===== src/rtl/lsfr_pair_pkg.sv =====
// Shared constants for the snake-game random source.
// Holds register widths and feedback tap masks for lsfr5 / lsfr6.
package lsfr_pair_pkg;

    localparam int LSFR5_W = 5;
    localparam int LSFR6_W = 6;

    // Bit k set means q[k] takes part in the XNOR feedback.
    localparam logic [LSFR5_W-1:0] LSFR5_TAPS = 5'b10100;
    localparam logic [LSFR6_W-1:0] LSFR6_TAPS = 6'b110000;

    typedef logic [LSFR5_W-1:0] q5_t;
    typedef logic [LSFR6_W-1:0] q6_t;

endpackage


===== src/rtl/lsfr_pair_if.sv =====
// Bundle carrying both pseudo-random values to the apple spawner.
// master: drives q5/q6 (lsfr_pair); slave: reads them (spawner).
interface lsfr_pair_if;
    import lsfr_pair_pkg::*;

    q5_t q5;
    q6_t q6;

    modport master (output q5, output q6);
    modport slave  (input  q5, input  q6);

endinterface


===== src/rtl/lfsr_core.sv =====
// Generic Fibonacci LFSR with XNOR feedback, shifting left each clock.
// Ports: clk, reset (sync, active-high), q (state, straight from flops).
module lfsr_core #(
    parameter int               WIDTH = 5,
    parameter logic [WIDTH-1:0] TAPS  = 5'b10100
) (
    input  logic             clk,
    input  logic             reset,
    output logic [WIDTH-1:0] q
);

    logic fb;

    // XNOR form: all-zeros is a legal state, all-ones is the lock-up.
    assign fb = ~^(q & TAPS);

    always_ff @(posedge clk) begin
        if (reset) begin
            q <= '0;
        end else begin
            q <= {q[WIDTH-2:0], fb};
        end
    end

    no_lockup: assert property (
        @(posedge clk) disable iff (reset) !(&q)
    );

endmodule


===== src/rtl/lsfr5.sv =====
// 5-bit maximal-length LFSR, x^5+x^3+1, period 31.
// Ports (positional order fixed): clk, reset, q[4:0].
module lsfr5
    import lsfr_pair_pkg::*;
(
    input  logic clk,
    input  logic reset,
    output q5_t  q
);

    lfsr_core #(
        .WIDTH (LSFR5_W),
        .TAPS  (LSFR5_TAPS)
    ) u_core (
        .clk   (clk),
        .reset (reset),
        .q     (q)
    );

endmodule


===== src/rtl/lsfr6.sv =====
// 6-bit maximal-length LFSR, x^6+x^5+1, period 63.
// Ports (positional order fixed): clk, reset, q[5:0].
module lsfr6
    import lsfr_pair_pkg::*;
(
    input  logic clk,
    input  logic reset,
    output q6_t  q
);

    lfsr_core #(
        .WIDTH (LSFR6_W),
        .TAPS  (LSFR6_TAPS)
    ) u_core (
        .clk   (clk),
        .reset (reset),
        .q     (q)
    );

endmodule


===== src/rtl/lsfr_pair.sv =====
// Pair of free-running LFSRs feeding the apple spawner row/column pick.
// Ports: clk, reset (sync, active-high), rnd (master: q5, q6).
module lsfr_pair
    import lsfr_pair_pkg::*;
(
    input  logic         clk,
    input  logic         reset,
    lsfr_pair_if.master  rnd
);

    q5_t q5_w;
    q6_t q6_w;

    lsfr5 u_lsfr5 (clk, reset, q5_w);
    lsfr6 u_lsfr6 (clk, reset, q6_w);

    assign rnd.q5 = q5_w;
    assign rnd.q6 = q6_w;

endmodule


===== src/flat_wrapper.sv =====
// flat-port wrapper written by rule: the top's interface ports become plain ports
module lsfr_pair_flat import lsfr_pair_pkg::*;
  (clk, reset, rnd_q5, rnd_q6);
  lsfr_pair_if rnd_i ();
  input  logic clk;
  input  logic reset;
  output wire logic [$bits(rnd_i.q5)-1:0] rnd_q5;
  output wire logic [$bits(rnd_i.q6)-1:0] rnd_q6;
  assign rnd_q5 = rnd_i.q5;
  assign rnd_q6 = rnd_i.q6;
  lsfr_pair u_core (.clk(clk), .reset(reset), .rnd(rnd_i));
endmodule

===== config.mk =====
export PLATFORM = sky130hd
export DESIGN_NAME = lsfr_pair_flat
export DESIGN_NICKNAME = d
export VERILOG_FILES = /design/src/rtl/lsfr_pair_pkg.sv /design/src/rtl/lsfr_pair_if.sv /design/src/rtl/lfsr_core.sv /design/src/rtl/lsfr5.sv /design/src/rtl/lsfr6.sv /design/src/rtl/lsfr_pair.sv /design/src/flat_wrapper.sv
export SDC_FILE = /design/constraint.sdc
export NUM_CORES = 1
export LEC_CHECK = 0
export CORE_AREA = 2 2 39 41
export CTS_CLUSTER_SIZE = 16
export DETAILED_ROUTE_END_ITERATION = 10
export DIE_AREA = 0 0 41 43
export GPL_ROUTABILITY_DRIVEN = 0
export PLACE_DENSITY_LB_ADDON = 0.25
export SKIP_LAST_GASP = 1
export SYNTH_ARGS = -nofsm -noshare
export SYNTH_HDL_FRONTEND = slang
export SYNTH_SLANG_ARGS = --single-unit
export TNS_END_PERCENT = 5

===== constraint.sdc =====
create_clock -name clk -period 0.8 [get_ports clk]
set_input_delay 0.12 -clock clk [delete_from_list [all_inputs] [get_ports clk]]
set_output_delay 0.12 -clock clk [all_outputs]
set_load 0.05 [all_outputs]

* After elaboration in Yosys (flattened, before gate mapping) *
Cells that the tools add are included.

storage, ports and cells
  bits in registers = 11
  input port bits = 2
  output and inout port bits = 11
  logic and storage cells = 4

operators by class
  reductions and logical operators = 2

operator list
  operator              count
  6-bit XNOR reduction  1
  5-bit XNOR reduction  1

* Longest topological paths before layout *
  word-level depth = 1
  gate-level depth with buffers = 2
  gate-level depth less buffers = 2

* Hierarchy *
A second synthesis with hierarchy kept.

second synthesis, totals
  cells, all modules = 24
  area total of the unflattened synthesis = 301.5 um^2

modules (own cells, without submodules)
  module                              instances  cells an instance  area each (um^2)  sequential area each (um^2)
  lfsr_core at u_core.u_lsfr6.u_core  1          13                 163.9             120.1
  lfsr_core at u_core.u_lsfr5.u_core  1          11                 137.6             100.1

* Worst setup path after synthesis *
Ideal clock, no wire load.

  path kind = reg-to-reg
  from = register u_core.u_lsfr6.u_core.q[4]
  to = register u_core.u_lsfr6.u_core.q[0]
  library setup time = 0.115 ns
  arrival = 0.878 ns
  slack = -0.193 ns
  cell stages (with the launch flop) = 3
  period minus slack after synthesis = 0.993 ns
  cells stage by stage = dfxtp_1 xor2_1 nor2_2

between the ends
  longest elaborated chain between the ends = 1

ends and longest elaborated chain
  item                    line             RTL
  from (decl)             lfsr_core.sv:9   output logic [WIDTH-1:0] q
  from (signal assigned)  lfsr_core.sv:21  q <= {q[WIDTH-2:0], fb};
  6-bit XNOR reduction    lfsr_core.sv:15  assign fb = ~^(q & TAPS);

Every way passes these cells.
A chain may end at the register's enable or synchronous reset.

* Worst setup path in the final report *
  from = register u_core.u_lsfr6.u_core.q[5]
  to = output rnd_q6[5]

RTL lines
  item       line               RTL
  to (decl)  flat_wrapper.sv:8  output wire logic [$bits(rnd_i.q6)-1:0] rnd_q6;

No word-level cell between the ends.

==> metrics.cfg <==
[status]
status = finished with violations
violations = negative setup slack

[grt]
antenna_found_initial = 0
gr-total-overflow = 0
grt_max_degree = 7
grt_pass1_wl_um = 1150
grt_usage_pct = 9.81
grt_pass1_vias = 263

[setup_path]
critPathSlowestCell = dfxtp_4
end_kind = output pin
cp_cell_sequence = buf_12
critPathBufInv = 1
worstPathRequired_ns = 0.68
worstSetupPathType = flop to output pin
critPathTopFamily = flip-flops
crit_path_max_incr_delay_ns = 0.35
startpoint_type = flop
cp.arrival_ns = 0.75
crit_fanout = 2
reg2reg_slack_ns = -0.01

[yosys]
synth.top_cell.area_share_pct = 63.8
synth_nets = 27
synth_cell_types = 7
yosys_warnings = 0
yosysSeqAreaShare_pct = 63.8
synth_area_leaders = dfxtp_1 (64%), nor2b_2 (18%), xor2_1 (5.1%)
synth_cells = 25
ys_ff_latch = 11
synth_top_cell_by_area = dfxtp_1
syn_avg_cell_area_sq_um = 13.8
syn_area_sq_um = 345

[cells_and_area]
diodes = 0
final_cell_area_sq_um = 672
drive_gt1_share_pct = 91.3
syn_to_final_growth_pct = 94.6
nNetsFinal = 49
utilization_pct = 48.6
fillCellCount = 131

[timing]
layout_min_cycle_time_ns = 0.869
maxSlewHeadroom_pct = 86.8
min_period_over_period_pct = 109
setup_ws_ns = -0.0689
finClkSkew_ns = 0.00180
setup_viol = 12
worst_slew_pin_slew_ns = 0.197
rsz0062_at_grt = yes
hold_slack_ns = 0.487
hold_viol = 0
slew_violations = 0
fmax_mhz = 1150

[floorplanning]
die_w_um = 41
pin_count = 13
die_y_um = 43
start_util_pct = 25.0
die_area_sq_mm = 0.00176
core_sq_mm = 0.00138
rows = 14

[drt]
wl_um = 620
drt_first_pass_iters = 1
ant_nets = 0
routed.top_layer = met3
drc = 0
vias = 238
viasPerCell = 3.84
drtIter0Drc = 0
met2WireLength_um = 375
wirelength_met1_um = 199
route.met3.wl_um = 46
wl_per_cell_um = 10.0

[cts]
cts.path.max_buffers = 2
holdBufCountCts = 0
htree_num_levels = 1
numCtsBuffers = 3
cts_sinks = 11
clock-root-buffer = clkbuf_4
path_clk_slew_ns = 0.06
clk_latency_ns = 0.25
cts_tree = done

[flow_run]
drv_cap = 0

[power]
p_leak_nw = 0.287
power_w = 0.00116
powerDensity_mw_per_mm2 = 1720
ir_drop_uv = 1230

[placed_design]
port_buffers = 12
place_area_sq_um = 606
dpl.hpwl_um = 498

[hold_path]
min-delay-path-class = flop to flop

[sequential cells by signal (all words and copies together) (netlist names)]
signal / cells
u_core.u_lsfr5.u_core.q: 5
u_core.u_lsfr6.u_core.q: 6
[cell usage after synthesis]
library cell  count
nor2_2            2
nor2b_2           7
xor2_1            2
nor2b_4           1
and2b_2           1
dfxtp_1          11
buf_6             1
[where the power goes]
part / internal (W) / total (W) / switching, W
clock: 0.000192 / 0.000340 / 0.000149
combinational: 0.000115 / 0.000223 / 0.000108
sequential: 0.000572 / 0.000595 / 0.0000229
total: 0.000878 / 0.00116 / 0.000280
[placed cells by master (no fill, tap or decap)]
master	instances
nor2b_4	1
buf_12	11
dfxtp_4	1
xor2_1	2
nor2_2	2
buf_4	6
clkdlybuf4s50_1	1
nor2b_2	7
clkbuf_4	3
clkbuf_1	1
and2b_2	1
dfxtp_2	10
[area by class of cell]
class | instances | area [sq um] | area share [%]
clock buffer | 4 | 26.3 | 3.91
tap | 16 | 20.0 | 2.98
sequential | 11 | 236 | 35.2
multi-input combinational | 13 | 114 | 16.9
timing repair buffer | 18 | 275 | 41.0
[metal layers]
metal / global-route usage, % / up-vias
li1: - / 117
met1: 9.87 / 111
met2: 16.9 / 10
met3: 5.24 / 0
met4: 2.00 / 0
met5: 0 / -
[logic make-up after synthesis]
family / synth area share (%)
xor+xnor: 5.07
simple gates: 27.9
buf+inv: 3.26
flops: 63.8
[final timing paths]
kind                                         startpoint                               endpoint  cells past startpoint
hold / removal    u_core.u_lsfr6.u_core.q[1]$_SDFF_PP0_  u_core.u_lsfr6.u_core.q[2]$_SDFF_PP0_                      1
hold reg to reg   u_core.u_lsfr6.u_core.q[1]$_SDFF_PP0_  u_core.u_lsfr6.u_core.q[2]$_SDFF_PP0_                      1
setup / recovery  u_core.u_lsfr6.u_core.q[5]$_SDFF_PP0_                              rnd_q6[5]                      1
setup reg to reg  u_core.u_lsfr5.u_core.q[4]$_SDFF_PP0_  u_core.u_lsfr5.u_core.q[0]$_SDFF_PP0_                      3
[through the flow]
stage	TNS, ns	setup WS, ns	cells
final	-0.650	-0.0689	62
after global routing	-1.24	-0.110	62
after CTS	-0.788	-0.0781	61
after detailed placement	-1.66	-0.160	54
after global placement	-1.36	-0.135	54
after floorplan	-0.511	-0.0792	25
[what timing repair did]
item,CTS,global route
endpoints found under the setup margin,11,13
gates resized for setup,6,1
setup buffers,3,1
Note: power is estimated with default switching activity, not from simulation.
==> patch 1 (same settings) <==
Set the package constant `LSFR5_W` to 7 (it was 5).
--- a/src/rtl/lsfr_pair_pkg.sv
+++ b/src/rtl/lsfr_pair_pkg.sv
@@ -2,7 +2,7 @@
 // Holds register widths and feedback tap masks for lsfr5 / lsfr6.
 package lsfr_pair_pkg;
 
-    localparam int LSFR5_W = 5;
+    localparam int LSFR5_W = 7;
     localparam int LSFR6_W = 6;
 
     // Bit k set means q[k] takes part in the XNOR feedback.
Ports: changed (resized rnd_q5); port bits go from 13 to 15. No check against the original RTL was run, so the function may have changed too.
==> patch 1 against the unedited design <==
The run still ends with negative setup slack left; setup slack lost 0.039 ns; sequential cell count grew 2; critical endpoint is now rnd_q5[2]; routed wire length up 12%; count of clock-buffer cells in the layout stayed put; worst hold slack worse by 0.0032 ns; first-iteration DRC count stayed put; synthesized area grew 17%; final area is 12% higher; utilization rose by 5.7 points; critical path depth is the same; global-route usage rose by 1.5 points; power rose by 14%; largest power group unchanged.
==> patch 1: results (changes against the unedited design) <==
----------------------------------------------------
[Place]
  Number of port buffers ... 14 (+2)
  Half-perimeter wire length of the detailed placement result ... 584 um (+17%)

[Finish]
  Register ranked first by flip-flop count ... u_core.u_lsfr5.u_core.q
  Share of the final layout cell area in multi-input gates ... 0.175 (+0.00554)
  Final-stage net count ... 52 (+6.1%)
  Seq area share ... 0.373 (+0.0214)
  Fraction of layout cells with a size suffix above 1 ... 0.898 (-0.0151)
  Multi-input combinational cell count ... 15 (+2)

[Power and ir drop]
  Static power due to leakage ... 0.314 nW (+9.4%)

[Critical path]
  Data arrival time of the worst path ... 0.79 ns (+0.04 ns)
  Crit. Startpoint ... u_core.u_lsfr5.u_core.q[2]

[Synth]
  Post-synthesis area per instance ... 13.9 sq um (+0.57%)
  Net Count, Synth ... 31 (+15%)
  Commonest cells post-synth ... dfxtp_1 (13), nor2b_2 (7), and2b_2 (3), nor2_2 (2), xor2_1 (2)
  Sequential share of the synthesized area ... 0.646 (+0.00828)
  Synth top area cells ... dfxtp_1 (65%), nor2b_2 (15%), and2b_2 (6.5%), xor2_1 (4.3%), nor2b_4 (3.4%)

[Timing]
  Number of failing setup endpoints in the final timing report ... 14 (+2)
  Slack of the critical path ... -0.108 ns (-0.0386 ns)
  Clk_skew ... 0.00281 ns (+0.00101 ns)

[Status]
  Violated checks ... negative setup slack
  Status ... finished with violations

[Global route]
  Largest net degree at the start of global routing ... 8 (+1)
  Via count of the first global-routing pass ... 267 (+1.5%)
  Wire length of the first global-routing pass ... 1200 um (+4.2%)

[Clocking]
  Clock transition at the register clock pins on the worst setup and hold paths after CTS ... 0.08 ns (+0.02 ns)
  Clock latency of the later-clocked register in the worst-skew pair ... 0.27 ns (+0.02 ns)

[Hold path]
  Start point of the worst hold path ... u_core.u_lsfr6.u_core.q[2]

[Route]
  Vias per inst ... 4.02 (+4.6%)

----------------------------------------------------
[patch 1: cell count changes after synthesis]
cell / change
and2b_2: +2
dfxtp_1: +2
[patch 1: kinds of logic after synthesis]
logic type	share of synthesized area
buf+inv	0.0279
xor+xnor	0.0435
simple gates	0.283
flops	0.646
[patch 1: power breakdown]
group	internal, W	leakage (nW)	switching (W)
Sequential	0.000669	0.112	0.0000245
Clock	0.000193	0.0150	0.000206
Combinational	0.000115	0.188	0.000110
Total	0.000977	0.314	0.000341
[patch 1: per-layer routing]
metal  up-vias  GRT usage  part of all wire
li1        126          -                 -
met2         9      0.184              0.56
met4         0     0.0800             0.034
met1       123     0.0957              0.33
met5         -          0                 0
met3         3     0.0628             0.073
[patch 1: timing repair]
action                                  4_1_cts  5_1_grt
cloned                                        0        0
endpoints found under the setup margin       13       14
buffers inserted                              1        0
gates resized for setup                       9        0
==> patch 2 (same flow settings) <==
Without the edit above. Reset style: asynchronous (`reset`), changed in one clocked block.
--- a/src/rtl/lfsr_core.sv
+++ b/src/rtl/lfsr_core.sv
@@ -14,7 +14,7 @@
     // XNOR form: all-zeros is a legal state, all-ones is the lock-up.
     assign fb = ~^(q & TAPS);
 
-    always_ff @(posedge clk) begin
+    always_ff @(posedge clk or posedge reset) begin
         if (reset) begin
             q <= '0;
         end else begin
Behaviour: differs if reset is asserted again (counterexample within 4 cycles, from zero or initial values and one cycle with reset high); with reset held inactive, the same outputs for 10 cycles.
==> patch 2 against the unedited design <==
The run still ends with negative setup slack left; synthesized area fell by 14%; setup slack worse by 0.092 ns; die area is the same; sequential cell count unchanged; final area fell by 3.4%; count of clock-buffer cells in the layout stayed put; routed wire length increased by 6.3%; global-route usage grew 0.11 points.
Power is not compared: it rests on default switching activity, and its combinational part moved more than twofold at a synthesized area within 25%.
==> patch 2: results (changes against the unedited design) <==
----------------------------------------------------
[Route]
  WL final ... 659 um (+6.3%)
  Vias post-DR ... 200 (-16%)
  Number of iterations in the first detailed-routing pass ... 2 (+1)
  Iteration-0 DRC Markers ... 2 (+2)

[Critical path]
  Biggest cell delay along the critical path ... 0.43 ns (+0.08 ns)
  Endpoint of the most critical setup path ... rnd_q5[2]
  Reg-to-reg setup timing slack ... -0.11 ns (-0.10 ns)
  Source of the worst register-to-register timing path ... u_core.u_lsfr6.u_core.q[4]
  Reg-to-reg critical path endpoint ... u_core.u_lsfr6.u_core.q[0]
  Crit. Startpoint ... u_core.u_lsfr5.u_core.q[2]

[Synth]
  Net Count, Synth ... 16 (-41%)
  Cells after synthesis ... 14 (-44%)
  Area share of xor/xnor cells in the synthesized design ... 0.0591 (+0.00835)
  Async S/R FF share, synth ... 1.00 (+1.00)
  Library cells used by synthesis ... 3 (-4)
  Synth top area cells ... dfrtp_1 (93%), xnor2_1 (5.9%), inv_1 (1.3%)
  Post-synth top area share ... 0.928 (+0.291)
  Sequential share of the synthesized area ... 0.928 (+0.291)

[Clocking]
  Resize count post-CTS ... 0 (-6)
  Deepest clock path buffer count ... 2 (unchanged)
  Setup Buffers After CTS ... 6 (+3)

[Place]
  Placed Cells incl. Taps ... 43 (-20%)

[Timing]
  Max-slew headroom ... 0.905 (+0.0364)
  Number of failing setup endpoints in the final timing report ... 12 (unchanged)
  Total Neg Setup Slack ... -1.79 ns (-1.14 ns)
  Clk_skew ... 0.00189 ns (+0.0000946 ns)
  Slack of the critical path ... -0.161 ns (-0.0921 ns)

[Finish]
  Fraction of layout cells with a size suffix above 1 ... 0.658 (-0.255)
  Final Instance Count excl. Fillers ... 54 (-13%)
  Final-stage net count ... 41 (-16%)

[Status]
  Violated checks ... negative setup slack
  Status ... finished with violations

[Global route]
  Wire length of the first global-routing pass ... 1060 um (-8.4%)

[Hold path]
  Min-delay worst type ... input port to asynchronous set/reset pin

----------------------------------------------------
[patch 2: cell types whose count changed after synthesis]
cell,before,now
nor2_2,2,0
nor2b_2,7,0
dfrtp_1,0,11
nor2b_4,1,0
dfxtp_1,11,0
and2b_2,1,0
inv_1,0,1
xnor2_1,0,2
buf_6,1,0
xor2_1,2,0
[patch 2: cell type report]
class | count | area [sq um]
Sequential cell | 11 | 279
Clock buffer | 4 | 26.3
Inverter | 1 | 3.75
Multi-Input combinational cell | 2 | 17.5
Tap cell | 16 | 20.0
Timing Repair Buffer | 20 | 303
Fill cell | 128 | 734
[patch 2: metal layers]
| metal | vias to the layer above | GRT usage | part of all wire |
|---|---|---|---|
| met5 | - | 0 | 0 |
| met4 | 0 | 0.0800 | 0.026 |
| met3 | 2 | 0.0419 | 0.079 |
| met2 | 10 | 0.138 | 0.55 |
| met1 | 99 | 0.113 | 0.34 |
| li1 | 89 | - | - |
[patch 2: metrics by stage]
| step | utilization | power [W] | hold WS [ns] | worst slack (ns) |
|---|---|---|---|---|
| finish | 0.469 | 0.000942 | 0.159 | -0.161 |
| global route | 0.469 | 0.000986 | 0.172 | -0.193 |
| CTS | 0.464 | 0.000959 | 0.155 | -0.172 |
| detailed placement | 0.412 | 0.000594 | 0.422 | 0.0900 |
| global placement | 0.412 | 0.000593 | 0.420 | 0.109 |
| floorplan | - | 0.000575 | -0.0278 | -0.0862 |
[patch 2: power groups by stage]
stage	Sequential [W]	Clock, W	Combinational [W]
CTS	0.000556	0.000375	0.0000276
finish	0.000556	0.000359	0.0000273
detailed placement	0.000566	0	0.0000275
floorplan	0.000566	0	0.00000851
global route	0.000555	0.000400	0.0000301
global placement	0.000566	0	0.0000268
[patch 2: worst min-delay path, cell delays in order]
cell	delay, ns
clkdlybuf4s50_1	0.40
inv_1	0.09
buf_12	0.14
